`src/rtl/touch_region_scanner_if.sv`:
```
// touch_region_scanner_if: sample, region-config and event bundle; drop_cnt exists only with TOUCH_SCAN_DROP_CNT_EN
interface touch_region_scanner_if #(parameter int NREG = 4, parameter int IW = $clog2(NREG));
  logic            sample_valid;
  logic            touch_down;
  logic [9:0]      tor_x;
  logic [8:0]      tor_y;
  logic            cfg_we;
  logic [IW-1:0]   cfg_idx;
  logic [1:0]      cfg_sel;
  logic [9:0]      cfg_data;
  logic            busy;
  logic [NREG-1:0] press;
  logic            release_o;
  logic [NREG-1:0] held;
  logic            hit_valid;
  logic [IW-1:0]   hit_idx;
  logic            hit;
`ifdef TOUCH_SCAN_DROP_CNT_EN
  logic [7:0]      drop_cnt;
  modport master(output sample_valid, touch_down, tor_x, tor_y, cfg_we, cfg_idx, cfg_sel, cfg_data,
                 input busy, press, release_o, held, hit_valid, hit_idx, hit, drop_cnt);
  modport slave(input sample_valid, touch_down, tor_x, tor_y, cfg_we, cfg_idx, cfg_sel, cfg_data,
                output busy, press, release_o, held, hit_valid, hit_idx, hit, drop_cnt);
`else
  modport master(output sample_valid, touch_down, tor_x, tor_y, cfg_we, cfg_idx, cfg_sel, cfg_data,
                 input busy, press, release_o, held, hit_valid, hit_idx, hit);
  modport slave(input sample_valid, touch_down, tor_x, tor_y, cfg_we, cfg_idx, cfg_sel, cfg_data,
                output busy, press, release_o, held, hit_valid, hit_idx, hit);
`endif
endinterface

```
`src/rtl/touch_region_scanner.sv`:
```
// touch_region_scanner: one shared rectangle comparator scans NREG regions per sample, then debounces; TOUCH_SCAN_DROP_CNT_EN adds drop_cnt
module touch_region_scanner #(
  parameter int NREG = 4,
  parameter int HOLD = 3,
  parameter int RELEASE = 2,
  localparam int IW = $clog2(NREG)
) (
  input logic clk,
  input logic reset,
  touch_region_scanner_if.slave bus
);
  typedef enum logic [1:0] {IDLE, SCAN, DECIDE} state_t;
  state_t state_q, state_d;
  logic [IW-1:0] idx_q, idx_d, win_q, win_d, cand_q, cand_d;
  logic [9:0] x_q, x_d;
  logic [8:0] y_q, y_d;
  logic td_q, td_d, found_q, found_d, cand_v_q, cand_v_d;
  logic [9:0] x1_q [NREG], x1_d [NREG], x2_q [NREG], x2_d [NREG];
  logic [8:0] y1_q [NREG], y1_d [NREG], y2_q [NREG], y2_d [NREG];
  logic [3:0] hcnt_q, hcnt_d, mcnt_q, mcnt_d;
  logic [NREG-1:0] held_q, held_d, press_c, onehot;
  logic rel_c, match, hit_now, decide;
  assign match = x1_q[idx_q] <= x_q && x_q <= x2_q[idx_q] && y1_q[idx_q] <= y_q && y_q <= y2_q[idx_q];
  assign decide = state_q == DECIDE;
  assign hit_now = found_q & td_q;
  assign onehot = NREG'(1) << win_q;
  always_comb begin
    state_d = state_q;
    idx_d = idx_q;
    x_d = x_q;
    y_d = y_q;
    td_d = td_q;
    found_d = found_q;
    win_d = win_q;
    if (state_q == IDLE && bus.sample_valid) begin
      state_d = SCAN;
      idx_d = '0;
      x_d = bus.tor_x;
      y_d = bus.tor_y;
      td_d = bus.touch_down;
      found_d = 1'b0;
      win_d = '0;
    end else if (state_q == SCAN) begin
      found_d = found_q | match;
      win_d = (!found_q && match) ? idx_q : win_q;
      idx_d = idx_q + 1'b1;
      state_d = (idx_q == IW'(NREG - 1)) ? DECIDE : SCAN;
    end else if (decide) begin
      state_d = IDLE;
    end
  end
  always_comb begin
    x1_d = x1_q;
    x2_d = x2_q;
    y1_d = y1_q;
    y2_d = y2_q;
    if (bus.cfg_we && bus.cfg_sel == 2'd0) x1_d[bus.cfg_idx] = bus.cfg_data;
    if (bus.cfg_we && bus.cfg_sel == 2'd1) x2_d[bus.cfg_idx] = bus.cfg_data;
    if (bus.cfg_we && bus.cfg_sel == 2'd2) y1_d[bus.cfg_idx] = bus.cfg_data[8:0];
    if (bus.cfg_we && bus.cfg_sel == 2'd3) y2_d[bus.cfg_idx] = bus.cfg_data[8:0];
  end
  // Debounce: a new candidate restarts the hit count and drops any held region
  always_comb begin
    cand_d = cand_q;
    cand_v_d = cand_v_q;
    hcnt_d = hcnt_q;
    mcnt_d = mcnt_q;
    held_d = held_q;
    press_c = '0;
    rel_c = 1'b0;
    if (decide && hit_now && cand_v_q && cand_q == win_q) begin
      hcnt_d = (hcnt_q == 4'(HOLD)) ? hcnt_q : hcnt_q + 4'd1;
      mcnt_d = '0;
      if (hcnt_d == 4'(HOLD) && held_q == '0) begin
        held_d = onehot;
        press_c = onehot;
      end
    end else if (decide && hit_now) begin
      cand_d = win_q;
      cand_v_d = 1'b1;
      hcnt_d = 4'd1;
      mcnt_d = '0;
      rel_c = held_q != '0;
      held_d = (HOLD == 1) ? onehot : '0;
      press_c = (HOLD == 1) ? onehot : '0;
    end else if (decide) begin
      hcnt_d = '0;
      mcnt_d = (mcnt_q == 4'(RELEASE)) ? mcnt_q : mcnt_q + 4'd1;
      if (mcnt_d == 4'(RELEASE)) begin
        cand_v_d = 1'b0;
        rel_c = held_q != '0;
        held_d = '0;
      end
    end
  end
  always_ff @(posedge clk) begin
    if (!reset) begin
      state_q <= IDLE;
      idx_q <= '0;
      win_q <= '0;
      cand_q <= '0;
      cand_v_q <= 1'b0;
      x_q <= '0;
      y_q <= '0;
      td_q <= 1'b0;
      found_q <= 1'b0;
      hcnt_q <= '0;
      mcnt_q <= '0;
      held_q <= '0;
      for (int r = 0; r < NREG; r++) begin
        x1_q[r] <= (r == 0) ? 10'd184 : 10'd1023;
        x2_q[r] <= (r == 0) ? 10'd326 : 10'd0;
        y1_q[r] <= (r == 0) ? 9'd11 : 9'd511;
        y2_q[r] <= (r == 0) ? 9'd109 : 9'd0;
      end
    end else begin
      state_q <= state_d;
      idx_q <= idx_d;
      win_q <= win_d;
      cand_q <= cand_d;
      cand_v_q <= cand_v_d;
      x_q <= x_d;
      y_q <= y_d;
      td_q <= td_d;
      found_q <= found_d;
      hcnt_q <= hcnt_d;
      mcnt_q <= mcnt_d;
      held_q <= held_d;
      x1_q <= x1_d;
      x2_q <= x2_d;
      y1_q <= y1_d;
      y2_q <= y2_d;
    end
  end
  assign bus.busy = state_q != IDLE;
  assign bus.hit_valid = decide;
  assign bus.hit = decide & hit_now;
  assign bus.hit_idx = (decide && hit_now) ? win_q : '0;
  assign bus.press = press_c;
  assign bus.release_o = rel_c;
  assign bus.held = held_q;
`ifdef TOUCH_SCAN_DROP_CNT_EN
  logic [7:0] drop_q, drop_d;
  assign drop_d = (bus.busy && bus.sample_valid && drop_q != 8'hff) ? drop_q + 8'd1 : drop_q;
  always_ff @(posedge clk) begin
    if (!reset) drop_q <= '0;
    else drop_q <= drop_d;
  end
  assign bus.drop_cnt = drop_q;
`endif
endmodule

```
`src/flat_wrapper.sv`:
```
// flat-port wrapper written by rule: the top's interface ports become plain ports
module touch_region_scanner_flat 
#(
  parameter int NREG = 4,
  parameter int HOLD = 3,
  parameter int RELEASE = 2,
  localparam int IW = $clog2(NREG)
)
  (clk, reset, bus_sample_valid, bus_touch_down, bus_tor_x, bus_tor_y, bus_cfg_we, bus_cfg_idx, bus_cfg_sel, bus_cfg_data, bus_busy, bus_press, bus_release_o, bus_held, bus_hit_valid, bus_hit_idx, bus_hit);
  touch_region_scanner_if #(.NREG(NREG)) bus_i ();
  input logic clk;
  input logic reset;
  input wire logic [$bits(bus_i.sample_valid)-1:0] bus_sample_valid;
  input wire logic [$bits(bus_i.touch_down)-1:0] bus_touch_down;
  input wire logic [$bits(bus_i.tor_x)-1:0] bus_tor_x;
  input wire logic [$bits(bus_i.tor_y)-1:0] bus_tor_y;
  input wire logic [$bits(bus_i.cfg_we)-1:0] bus_cfg_we;
  input wire logic [$bits(bus_i.cfg_idx)-1:0] bus_cfg_idx;
  input wire logic [$bits(bus_i.cfg_sel)-1:0] bus_cfg_sel;
  input wire logic [$bits(bus_i.cfg_data)-1:0] bus_cfg_data;
  output wire logic [$bits(bus_i.busy)-1:0] bus_busy;
  output wire logic [$bits(bus_i.press)-1:0] bus_press;
  output wire logic [$bits(bus_i.release_o)-1:0] bus_release_o;
  output wire logic [$bits(bus_i.held)-1:0] bus_held;
  output wire logic [$bits(bus_i.hit_valid)-1:0] bus_hit_valid;
  output wire logic [$bits(bus_i.hit_idx)-1:0] bus_hit_idx;
  output wire logic [$bits(bus_i.hit)-1:0] bus_hit;
  assign bus_i.sample_valid = bus_sample_valid;
  assign bus_i.touch_down = bus_touch_down;
  assign bus_i.tor_x = bus_tor_x;
  assign bus_i.tor_y = bus_tor_y;
  assign bus_i.cfg_we = bus_cfg_we;
  assign bus_i.cfg_idx = bus_cfg_idx;
  assign bus_i.cfg_sel = bus_cfg_sel;
  assign bus_i.cfg_data = bus_cfg_data;
  assign bus_busy = bus_i.busy;
  assign bus_press = bus_i.press;
  assign bus_release_o = bus_i.release_o;
  assign bus_held = bus_i.held;
  assign bus_hit_valid = bus_i.hit_valid;
  assign bus_hit_idx = bus_i.hit_idx;
  assign bus_hit = bus_i.hit;
  touch_region_scanner #(.NREG(NREG), .HOLD(HOLD), .RELEASE(RELEASE)) u_core (.clk(clk), .reset(reset), .bus(bus_i));
endmodule
```
`config.mk`:
```
export PLATFORM = sky130hd
export DESIGN_NAME = touch_region_scanner_flat
export DESIGN_NICKNAME = d
export VERILOG_FILES = /design/src/rtl/touch_region_scanner_if.sv /design/src/rtl/touch_region_scanner.sv /design/src/flat_wrapper.sv
export SDC_FILE = /design/constraint.sdc
export NUM_CORES = 1
export LEC_CHECK = 0
export BUFFER_PORTS_ARGS = -buffer_cell sky130_fd_sc_hd__buf_2
export CAP_MARGIN = 5
export CORE_MARGIN = 4
export CORE_UTILIZATION = 50
export DETAILED_ROUTE_END_ITERATION = 16
export PLACE_DENSITY_LB_ADDON = 0.3
export RECOVER_POWER = 100
export SETUP_SLACK_MARGIN = 0.02
export SLEW_MARGIN = 0
export SYNTH_ARGS = -nofsm -noshare
export SYNTH_HDL_FRONTEND = slang
export SYNTH_SLANG_ARGS = --single-unit
```
`constraint.sdc`:
```
create_clock -name clk -period 4 [get_ports clk]
set_input_delay 0.2 -clock clk [delete_from_list [all_inputs] [get_ports clk]]
set_output_delay 0.2 -clock clk [all_outputs]
set_load 0.02 [all_outputs]
```
==> results of run 1 <==
==> layout make-up <==
cell class / instances / area (µm²)
clock buffer: 20 / 456.7
clock inverter: 11 / 136.4
fill: 1713 / 8305
inverter: 51 / 191.4
multi-input combinational: 731 / 5137
sequential: 194 / 3885
tap: 234 / 292.8
timing repair buffer: 59 / 300.3
==> per-layer routing <==
layer,vias to the layer above,global-route usage (%),part of all wire [%]
met2,182,36.15,47
met5,-,0,0
met3,27,4.360,4.9
met4,0,6.458,1.9
li1,3561,-,-
met1,3528,29.66,46
==> flip-flops by register name (all words and copies together) (netlist names), 4 cells and up <==
signal,cells
u_core.bus.held,4
u_core.hcnt_q,4
u_core.mcnt_q,4
u_core.x1_q,40
u_core.x2_q,40
u_core.x_q,10
u_core.y1_q,36
u_core.y2_q,36
u_core.y_q,9
==> worst min-delay path: cells and delay by family <==
family	cells	cell delay [ns]
compound gates	1	0.06
buf+inv	1	0.09
simple gates	1	0.04
==> power by group through the flow <==
stage | sequential [W] | clock (W) | combinational, W
global placement | 0.00205 | 0 | 0.000452
global route | 0.00201 | 0.00185 | 0.000512
detailed placement | 0.00205 | 0 | 0.000460
floorplan | 0.00203 | 0 | 0.000348
finish | 0.00201 | 0.00174 | 0.000459
CTS | 0.00201 | 0.00177 | 0.000463
==> metrics by stage <==
step                      setup slack [ns]  hold WS [ns]  cells  cell area, µm²
after global placement              0.9278        0.4458   1269            9893
after detailed placement            0.8371        0.4517   1269            9893
after global routing                0.4726       0.01053   1300           10400
after floorplan                      1.085        0.3449   1034            9502
final                               0.7076       0.01550   1300           10400
after CTS                           0.8164      0.001584   1300           10490
==> cells in the mapped netlist, drive strengths merged, types with 12 or more instances <==
cell    instances  share of area [%]
clkbuf         48                1.9
ha             46                6.1
dfxtp         194                 41
inv            51                2.0
nor2b          71                4.7
nand3          88                4.6
mux2i          73                7.7
mux4           38                9.0
a21boi         38                3.0
nand2         240                9.5
a21oi          12               0.67
nor2           26                1.6
==> path summary, 6_finish.rpt <==
path / from / end / slack [ns]
setup reg to reg: u_core.idx_q[0] / u_core.win_q[0] / 0.71
hold / removal: bus_tor_y[8] / u_core.y_q[8] / 0.02
hold reg to reg: u_core.y1_q[7] / u_core.y1_q[7] / 0.47
setup / recovery: u_core.idx_q[0] / u_core.win_q[0] / 0.71
==> kinds of logic (layout without fill, tap and decap cells) <==
| kind of cell | after synthesis | count (layout) | synth area share (%) |
|---|---|---|---|
| XOR/XNOR | 7 | 7 | 0.6453 |
| adder cells (fa/ha/maj) | 46 | 46 | 6.057 |
| flip-flops | 194 | 194 | 40.87 |
| multiplexers | 111 | 111 | 16.70 |
| AO/OA/AOI/OAI | 95 | 95 | 7.466 |
| AND/OR/NAND/NOR | 472 | 472 | 23.78 |
| buffers and inverters | 109 | 141 | 4.477 |
==> flow_metrics.env, run 1 <==
export IMPL_status="finished with violations"
export IMPL_violations="max-capacitance violations, max-slew violations"
export IMPL_synthCells=1034
export IMPL_finClkSkew_ns=0.008679
export IMPL_slowest_delay_ns=0.56
export IMPL_async_reset_ff_share_pct=0
export IMPL_hold_buffers=0
export IMPL_overflow=0
export IMPL_path_cells="buf_12 > mux4_2 > ha_1 > a211oi_2 > o21ai_1 > a2111oi_4 > o221ai_2 > a211oi_2 > mux2i_1"
export IMPL_power_frac_seq_pct=47.8
export IMPL_ys_ff_latch=194
export IMPL_hold_path_depth=3
export IMPL_critical_path_buf_inv_count=1
export IMPL_powerDensity_nw_per_um2=404.8
export IMPL_antenna_found_initial=0
export IMPL_synth_avg_cell_area_um2=9.189
export IMPL_dieHeight_um=145.9
export IMPL_drc=0
export IMPL_post_cts_resized=0
export IMPL_via_per_inst=5.614
export IMPL_synth_edf_count=0
export IMPL_p_leak_nw=4.043
export IMPL_clock_sinks=194
export IMPL_ys_seq_area_share_pct=40.87
export IMPL_n_antenna_cell=0
export IMPL_gp_congestion=0.8739
export IMPL_start_util_pct=50.80
export IMPL_crit_path_start_kind="flop"
export IMPL_cp_top_family="compound AO/OA/AOI/OAI gates"
export IMPL_dp_hpwl_um=15530
export IMPL_rsz0062_at_grt="false"
export IMPL_synth_flop_cell="dfxtp_1"
export IMPL_critical_path_arrival_ns=3.65
export IMPL_syn_num_nets=1118
export IMPL_clkTransAtPathRegs_ns=0.07
export IMPL_criticalPathCategory="flop to flop"
export IMPL_min_period_ns=3.292
export IMPL_num_rows=50
export IMPL_cts_buffers=17
export IMPL_clockBufferDepth=2
export IMPL_drv_slew=61
export IMPL_hold_path_class="input port to flop"
export IMPL_final_cell_mix="240 x nand2_1, 193 x dfxtp_1, 88 x nand3_1, 73 x mux2i_1, 70 x nor2b_1"
export IMPL_clk_latency_ns=0.43
export IMPL_nNetsFinal=1138
export IMPL_finalPower_w=0.004210
export IMPL_p_sw_w=0.001031
export IMPL_grt_max_degree=73
export IMPL_final_util_pct=55.60
export IMPL_cp_common_cell="a211oi_2"
export IMPL_setup_viol=0
export IMPL_htreeDepth=4
export IMPL_cts_tree="yes"
export IMPL_core_um2=18710
export IMPL_r2r_cells=9
export IMPL_swShare_pct=24.48
export IMPL_root_buffer="clkbuf_16"
export IMPL_dieArea_um2=21270
export IMPL_layout_commonest_cell="nand2_1"
export IMPL_firstDrtPassIters=5
export IMPL_path_depth=9
export IMPL_cap_violations=1
export IMPL_ir_drop_v=0.0002911
export IMPL_cp_required_ns=4.35
export IMPL_drive_gt1_share_pct=11.35
export IMPL_clkPwrFrac_pct=41.4
export IMPL_drt_iter0_markers=522
export IMPL_worst_slew_pin_slew_ns=2.514
export IMPL_vias=7298
export IMPL_final_hold_violation_count=0
export IMPL_syn2layout_area_growth_pct=9.455
export IMPL_grt_pass1_vias=7041
export IMPL_die_w_um=145.9
export IMPL_crit_fanout=28
export IMPL_fin_tns_setup_ns=0
export IMPL_port_buffers=51
export IMPL_wirelength_um=23230
export IMPL_cts_setup_buffers=0
export IMPL_slowest_stage="dfxtp_1"
export IMPL_drt_wirelength_per_cell_um=17.87
export IMPL_io_pins=52
export IMPL_worst_setup_path_end_kind="flop"
export IMPL_grtUsageTotal_pct=22.03
export IMPL_syn_area_um2=9502
export IMPL_ant_nets=0
export IMPL_combinationalPowerShare_pct=10.9
export IMPL_grt_pass1_wl_um=37640
export IMPL_intPower_w=0.003180
export IMPL_slew_headroom_pct=-67.59
export IMPL_yosys_warnings=0
export IMPL_max_freq_mhz=303.7
export IMPL_ys_types=54
export IMPL_period_share_pct=82.31
Power figures use the tool's default switching activity.
==> inputs of run 2 (changes only) <==
==> constraint.sdc (replaced) <==
create_clock -name clk -period 2.7 [get_ports clk]
set_input_delay 0.135 -clock clk [delete_from_list [all_inputs] [get_ports clk]]
set_output_delay 0.135 -clock clk [all_outputs]
set_load 0.02 [all_outputs]
==> flow_metrics.env, run 2 (synthesis results as in run 1) <==
export IMPL_drt_wirelength_per_cell_um=17.94
export IMPL_critical_path_arrival_ns=3.15
export IMPL_layout_area_seq_um2=3889
export IMPL_slowest_stage="mux4_2"
export IMPL_worst_slew_pin_slew_ns=1.443
export IMPL_crit_path_start_kind="flop"
export IMPL_period_share_pct=103.3
export IMPL_path_cells="buf_8 > buf_12 > mux4_2 > ha_2 > a211oi_4 > o21ai_2 > a2111oi_4 > o221ai_2 > a211oi_2 > mux2i_1"
export IMPL_worst_setup_path_end_kind="flop"
export IMPL_io_pins=52
export IMPL_port_buffers=51
export IMPL_powerDensity_nw_per_um2=592.5
export IMPL_setup_viol=2
export IMPL_dieArea_um2=21270
export IMPL_grt_max_degree=98
export IMPL_start_util_pct=50.80
export IMPL_cts_tree="yes"
export IMPL_cp_required_ns=3.06
export IMPL_layout_commonest_cell="nand2_1"
export IMPL_vias=7446
export IMPL_via_per_inst=5.565
export IMPL_die_w_um=145.9
export IMPL_firstDrtPassIters=7
export IMPL_gp_congestion=0.8936
export IMPL_root_buffer="clkbuf_16"
export IMPL_cts_buffers=17
export IMPL_violations="negative setup slack"
export IMPL_hold_slack_ns=0.04897
export IMPL_grt_pass1_wl_um=39130
export IMPL_clkTransAtPathRegs_ns=0.07
export IMPL_grt_pass1_vias=7496
export IMPL_drt_iter0_markers=531
export IMPL_final_util_pct=59.31
export IMPL_wirelength_um=24000
export IMPL_n_antenna_cell=0
export IMPL_clockBufferDepth=2
export IMPL_syn2layout_area_growth_pct=16.76
export IMPL_drc=0
export IMPL_ant_nets=0
export IMPL_nNetsFinal=1176
export IMPL_htreeDepth=4
export IMPL_num_rows=50
export IMPL_multi_input_area_um2=5321
export IMPL_hold_path_class="input port to flop"
export IMPL_reg_largest_list="u_core.x1_q: 40 flops, u_core.x2_q: 40 flops"
export IMPL_criticalPathCategory="flop to flop"
export IMPL_core_um2=18710
export IMPL_finClkSkew_ns=0.01057
export IMPL_cap_violations=0
export IMPL_max_freq_mhz=358.4
export IMPL_antenna_found_initial=0
export IMPL_clk_latency_ns=0.43
export IMPL_dieHeight_um=145.9
export IMPL_crit_fanout=7
export IMPL_status="finished with violations"
export IMPL_ir_drop_v=0.0005597
export IMPL_min_period_ns=2.790
export IMPL_drive_gt1_share_pct=15.13
export IMPL_clock_sinks=194
export IMPL_final_cell_mix="240 x nand2_1, 192 x dfxtp_1, 87 x nand3_1, 73 x mux2i_1, 70 x nor2b_1"
export IMPL_drv_slew=0
export IMPL_dp_hpwl_um=15790
export IMPL_slew_headroom_pct=3.090
export IMPL_rsz0062_at_grt="true"
export IMPL_p_leak_nw=4.298
export IMPL_setup_slack_ns=-0.08985
export IMPL_slowest_delay_ns=0.52
export IMPL_grtUsageTotal_pct=22.76
export IMPL_final_hold_violation_count=0
export IMPL_overflow=0
export IMPL_n_fill_cell=1572
## run 2: report_power, final
part | leakage [nW] | internal, W | total, W | switching (W)
registers | 1.57 | 0.00292 | 0.00297 | 0.0000510
logic | 2.41 | 0.000404 | 0.000851 | 0.000447
clock network | 0.311 | 0.00159 | 0.00275 | 0.00116
total | 4.30 | 0.00492 | 0.00657 | 0.00165
## run 2: layer usage
metal	vias up	track usage, %	part of all wire, %
met1	3587	30.21	45
li1	3635	-	-
met2	191	37.80	48
met5	-	0	0
met3	33	4.173	4.6
met4	0	7.265	2.1
## run 2: repair_timing
action / in CTS / in global routing
hold buffers: 20 / 0
gates resized for setup: 23 / 12
endpoints found under the hold margin: 20 / 0
cloned: 1 / 0
setup endpoints to repair: 3 / 7
pin swaps: 4 / 4
setup buffers: 3 / 1
## run 2: final cells by class
cell class | instances | share of cell area (%)
Multi-Input combinational cell | 731 | 47.96
Sequential cell | 194 | 35.05
Timing Repair Buffer | 97 | 6.868
Clock buffer | 18 | 3.958
Tap cell | 234 | 2.639
Clock inverter | 13 | 1.793
Inverter | 51 | 1.726
## run 2: worst paths after layout
check	from	endpoint	slack, ns	cells past startpoint
setup / recovery	u_core.idx_q[0]	u_core.win_q[0]	-0.09	10
hold reg to reg	u_core.x1_q[31]	u_core.x1_q[31]	0.47	2
hold / removal	bus_cfg_data[9]	u_core.x1_q[39]	0.05	3
setup reg to reg	u_core.idx_q[0]	u_core.win_q[0]	-0.09	10
## run 2: through the flow
stage / setup slack (ns) / power [W] / cell area (µm²) / setup TNS [ns] / std cells
3_5_place_dp: -0.1183 / 0.003767 / 10050 / -0.2407 / 1282
4_1_cts: -0.05356 / 0.006590 / 11100 / -0.08089 / 1337
3_3_place_gp: -0.03776 / 0.003750 / 10050 / -0.07470 / 1282
5_1_grt: -0.1777 / 0.006817 / 11090 / -0.4411 / 1338
6_report: -0.08985 / 0.006574 / 11090 / -0.1441 / 1338
2_1_floorplan: 0.03198 / 0.003542 / 9543 / 0 / 1034
## run 2: worst max-delay path, delay by kind of cell (launching register included)
family          cells  cell delay (ns)
compound gates      5             1.08
fa+ha+maj           1             0.21
buf+inv             2             0.28
flops               1             0.40
mux                 2             0.76
==> inputs of run 3 (changes only) <==
--- a/config.mk
+++ b/config.mk
@@ -7,7 +7,6 @@
 export LEC_CHECK = 0
 export BUFFER_PORTS_ARGS = -buffer_cell sky130_fd_sc_hd__buf_2
 export CAP_MARGIN = 5
-export CORE_MARGIN = 4
 export CORE_UTILIZATION = 50
 export DETAILED_ROUTE_END_ITERATION = 16
 export PLACE_DENSITY_LB_ADDON = 0.3
==> flow_metrics.env, run 3 (synthesis results as in run 1) <==
export IMPL_status="finished with violations"
export IMPL_violations="max-capacitance violations, negative setup slack"
export IMPL_clk_latency_ns=0.43
export IMPL_hold_path_class="input port to flop"
export IMPL_setup_slack_ns=-0.03472
export IMPL_rsz0062_at_grt="true"
export IMPL_syn2layout_area_growth_pct=15.51
export IMPL_clock_sinks=194
export IMPL_antenna_found_initial=0
export IMPL_crit_fanout=8
export IMPL_core_um2=18640
export IMPL_n_antenna_cell=0
export IMPL_clockBufferDepth=2
export IMPL_io_pins=52
export IMPL_root_buffer="clkbuf_16"
export IMPL_drt_iter0_markers=485
export IMPL_wirelength_um=23750
export IMPL_grt_pass1_vias=7027
export IMPL_hold_path_depth=3
export IMPL_layout_area_seq_um2=3889
export IMPL_grtUsageTotal_pct=24.63
export IMPL_grt_max_degree=91
export IMPL_start_util_pct=50.97
export IMPL_r2r_cells=13
export IMPL_gp_congestion=0.9146
export IMPL_holdPathEnd="u_core.x1_q[39]"
export IMPL_final_cell_mix="240 x nand2_1, 192 x dfxtp_1, 86 x nand3_1, 73 x mux2i_1, 70 x nor2b_1"
export IMPL_r2r_end="u_core.found_q"
export IMPL_firstDrtPassIters=6
export IMPL_worst_slew_pin_slew_ns=1.488
export IMPL_vias=7413
export IMPL_worst_setup_path_end_kind="flop"
export IMPL_finalInstanceArea_um2=10980
export IMPL_critical_path_arrival_ns=3.10
export IMPL_ir_drop_v=0.0004686
export IMPL_via_per_inst=5.545
export IMPL_layout_commonest_cell="nand2_1"
export IMPL_overflow=0
export IMPL_die_w_um=139.9
export IMPL_drc=0
export IMPL_period_share_pct=101.3
export IMPL_crit_start="u_core.idx_q[0]"
export IMPL_max_freq_mhz=365.7
export IMPL_drive_gt1_share_pct=14.87
export IMPL_num_rows=50
export IMPL_hp_start="bus_cfg_data[9]"
export IMPL_port_buffers=51
export IMPL_setup_viol=3
export IMPL_powerDensity_nw_per_um2=576.7
export IMPL_r2r_setup_slack_ns=-0.03
export IMPL_place_area_um2=10050
export IMPL_min_period_ns=2.735
export IMPL_grt_pass1_wl_um=37120
export IMPL_p_leak_nw=4.247
export IMPL_fin_tns_setup_ns=-0.09515
export IMPL_finalPower_w=0.006329
export IMPL_cts_tree="yes"
export IMPL_pre_cts_ws_ns=-0.09101
export IMPL_drt_wirelength_per_cell_um=17.77
export IMPL_ant_nets=0
export IMPL_crit_path_start_kind="flop"
export IMPL_cp_required_ns=3.06
export IMPL_slew_headroom_pct=0.05099
export IMPL_cap_violations=1
export IMPL_r2r_start="u_core.idx_q[0]"
export IMPL_final_hold_violation_count=0
export IMPL_n_fill_cell=1601
export IMPL_reg_largest_list="u_core.x1_q: 40 flops, u_core.x2_q: 40 flops"
export IMPL_dp_cells=1282
export IMPL_nNetsFinal=1174
export IMPL_finClkSkew_ns=0.009764
export IMPL_drv_slew=0
export IMPL_dieHeight_um=139.9
export IMPL_dp_hpwl_um=15260
export IMPL_cts_buffers=17
export IMPL_clkTransAtPathRegs_ns=0.07
export IMPL_fin_cells=1337
export IMPL_dieArea_um2=19560
export IMPL_multi_input_area_um2=5300
export IMPL_criticalPathCategory="flop to flop"
export IMPL_htreeDepth=4
run 3: metal layers:
metal | routed length, µm | vias up | part of all wire [%] | global-route usage, %
li1 | - | 3646 | - | -
met2 | 11420 | 210 | 48 | 40.79
met4 | 410 | 0 | 1.7 | 8.039
met5 | 0 | - | 0 | 0
met1 | 10750 | 3533 | 45 | 32.47
met3 | 1173 | 24 | 4.9 | 4.405
run 3: through the flow:
stage	hold slack, ns	utilization [%]
6_report	0.05075	58.87
5_1_grt	0.03159	58.87
4_1_cts	0.04115	58.99
3_5_place_dp	0.3917	53.93
3_3_place_gp	0.3874	53.93
2_1_floorplan	0.2799	-
run 3: worst max-delay path by stage:
stage                                  to  slack [ns]
after CTS                 u_core.win_q[1]       -0.03
after detailed placement  u_core.win_q[1]       -0.09
after floorplan           u_core.win_q[0]        0.03
final                      u_core.found_q       -0.03
after global placement    u_core.win_q[0]       -0.06
after global routing      u_core.win_q[0]       -0.15
run 3: cell type report:
class,instances,share of cell area [%]
multi-input combinational,731,48.29
sequential,194,35.43
timing repair buffer,95,6.544
clock buffer,18,4.001
tap,234,2.668
inverter,51,1.744
clock inverter,14,1.322
run 3: power by group:
group,internal [W],total (W),switching [W]
logic,0.000395,0.000837,0.000442
registers,0.00292,0.00297,0.0000480
clock network,0.00133,0.00252,0.00119
run 3: worst max-delay path, stage by stage (launching register included):
cell and delay [ns]:
dfxtp_4 0.40, buf_12 0.15, buf_4 0.12, mux4_2 0.49, inv_2 0.08, ha_1 0.15, nand2b_4 0.12, a211oi_2 0.08
a2111oi_4 0.33, buf_4 0.18, buf_4 0.09, o22ai_1 0.09, a211o_1 0.27, a21oi_2 0.11
run 3: what timing repair did:
| item | CTS | global route |
|---|---|---|
| gates cloned | 1 | 0 |
| buffers inserted | 1 | 1 |
| gates resized for setup | 18 | 14 |
| endpoints found under the setup margin | 3 | 6 |
| pin swaps | 2 | 3 |
| hold buffers | 20 | 0 |
| endpoints found under the hold margin | 20 | 0 |
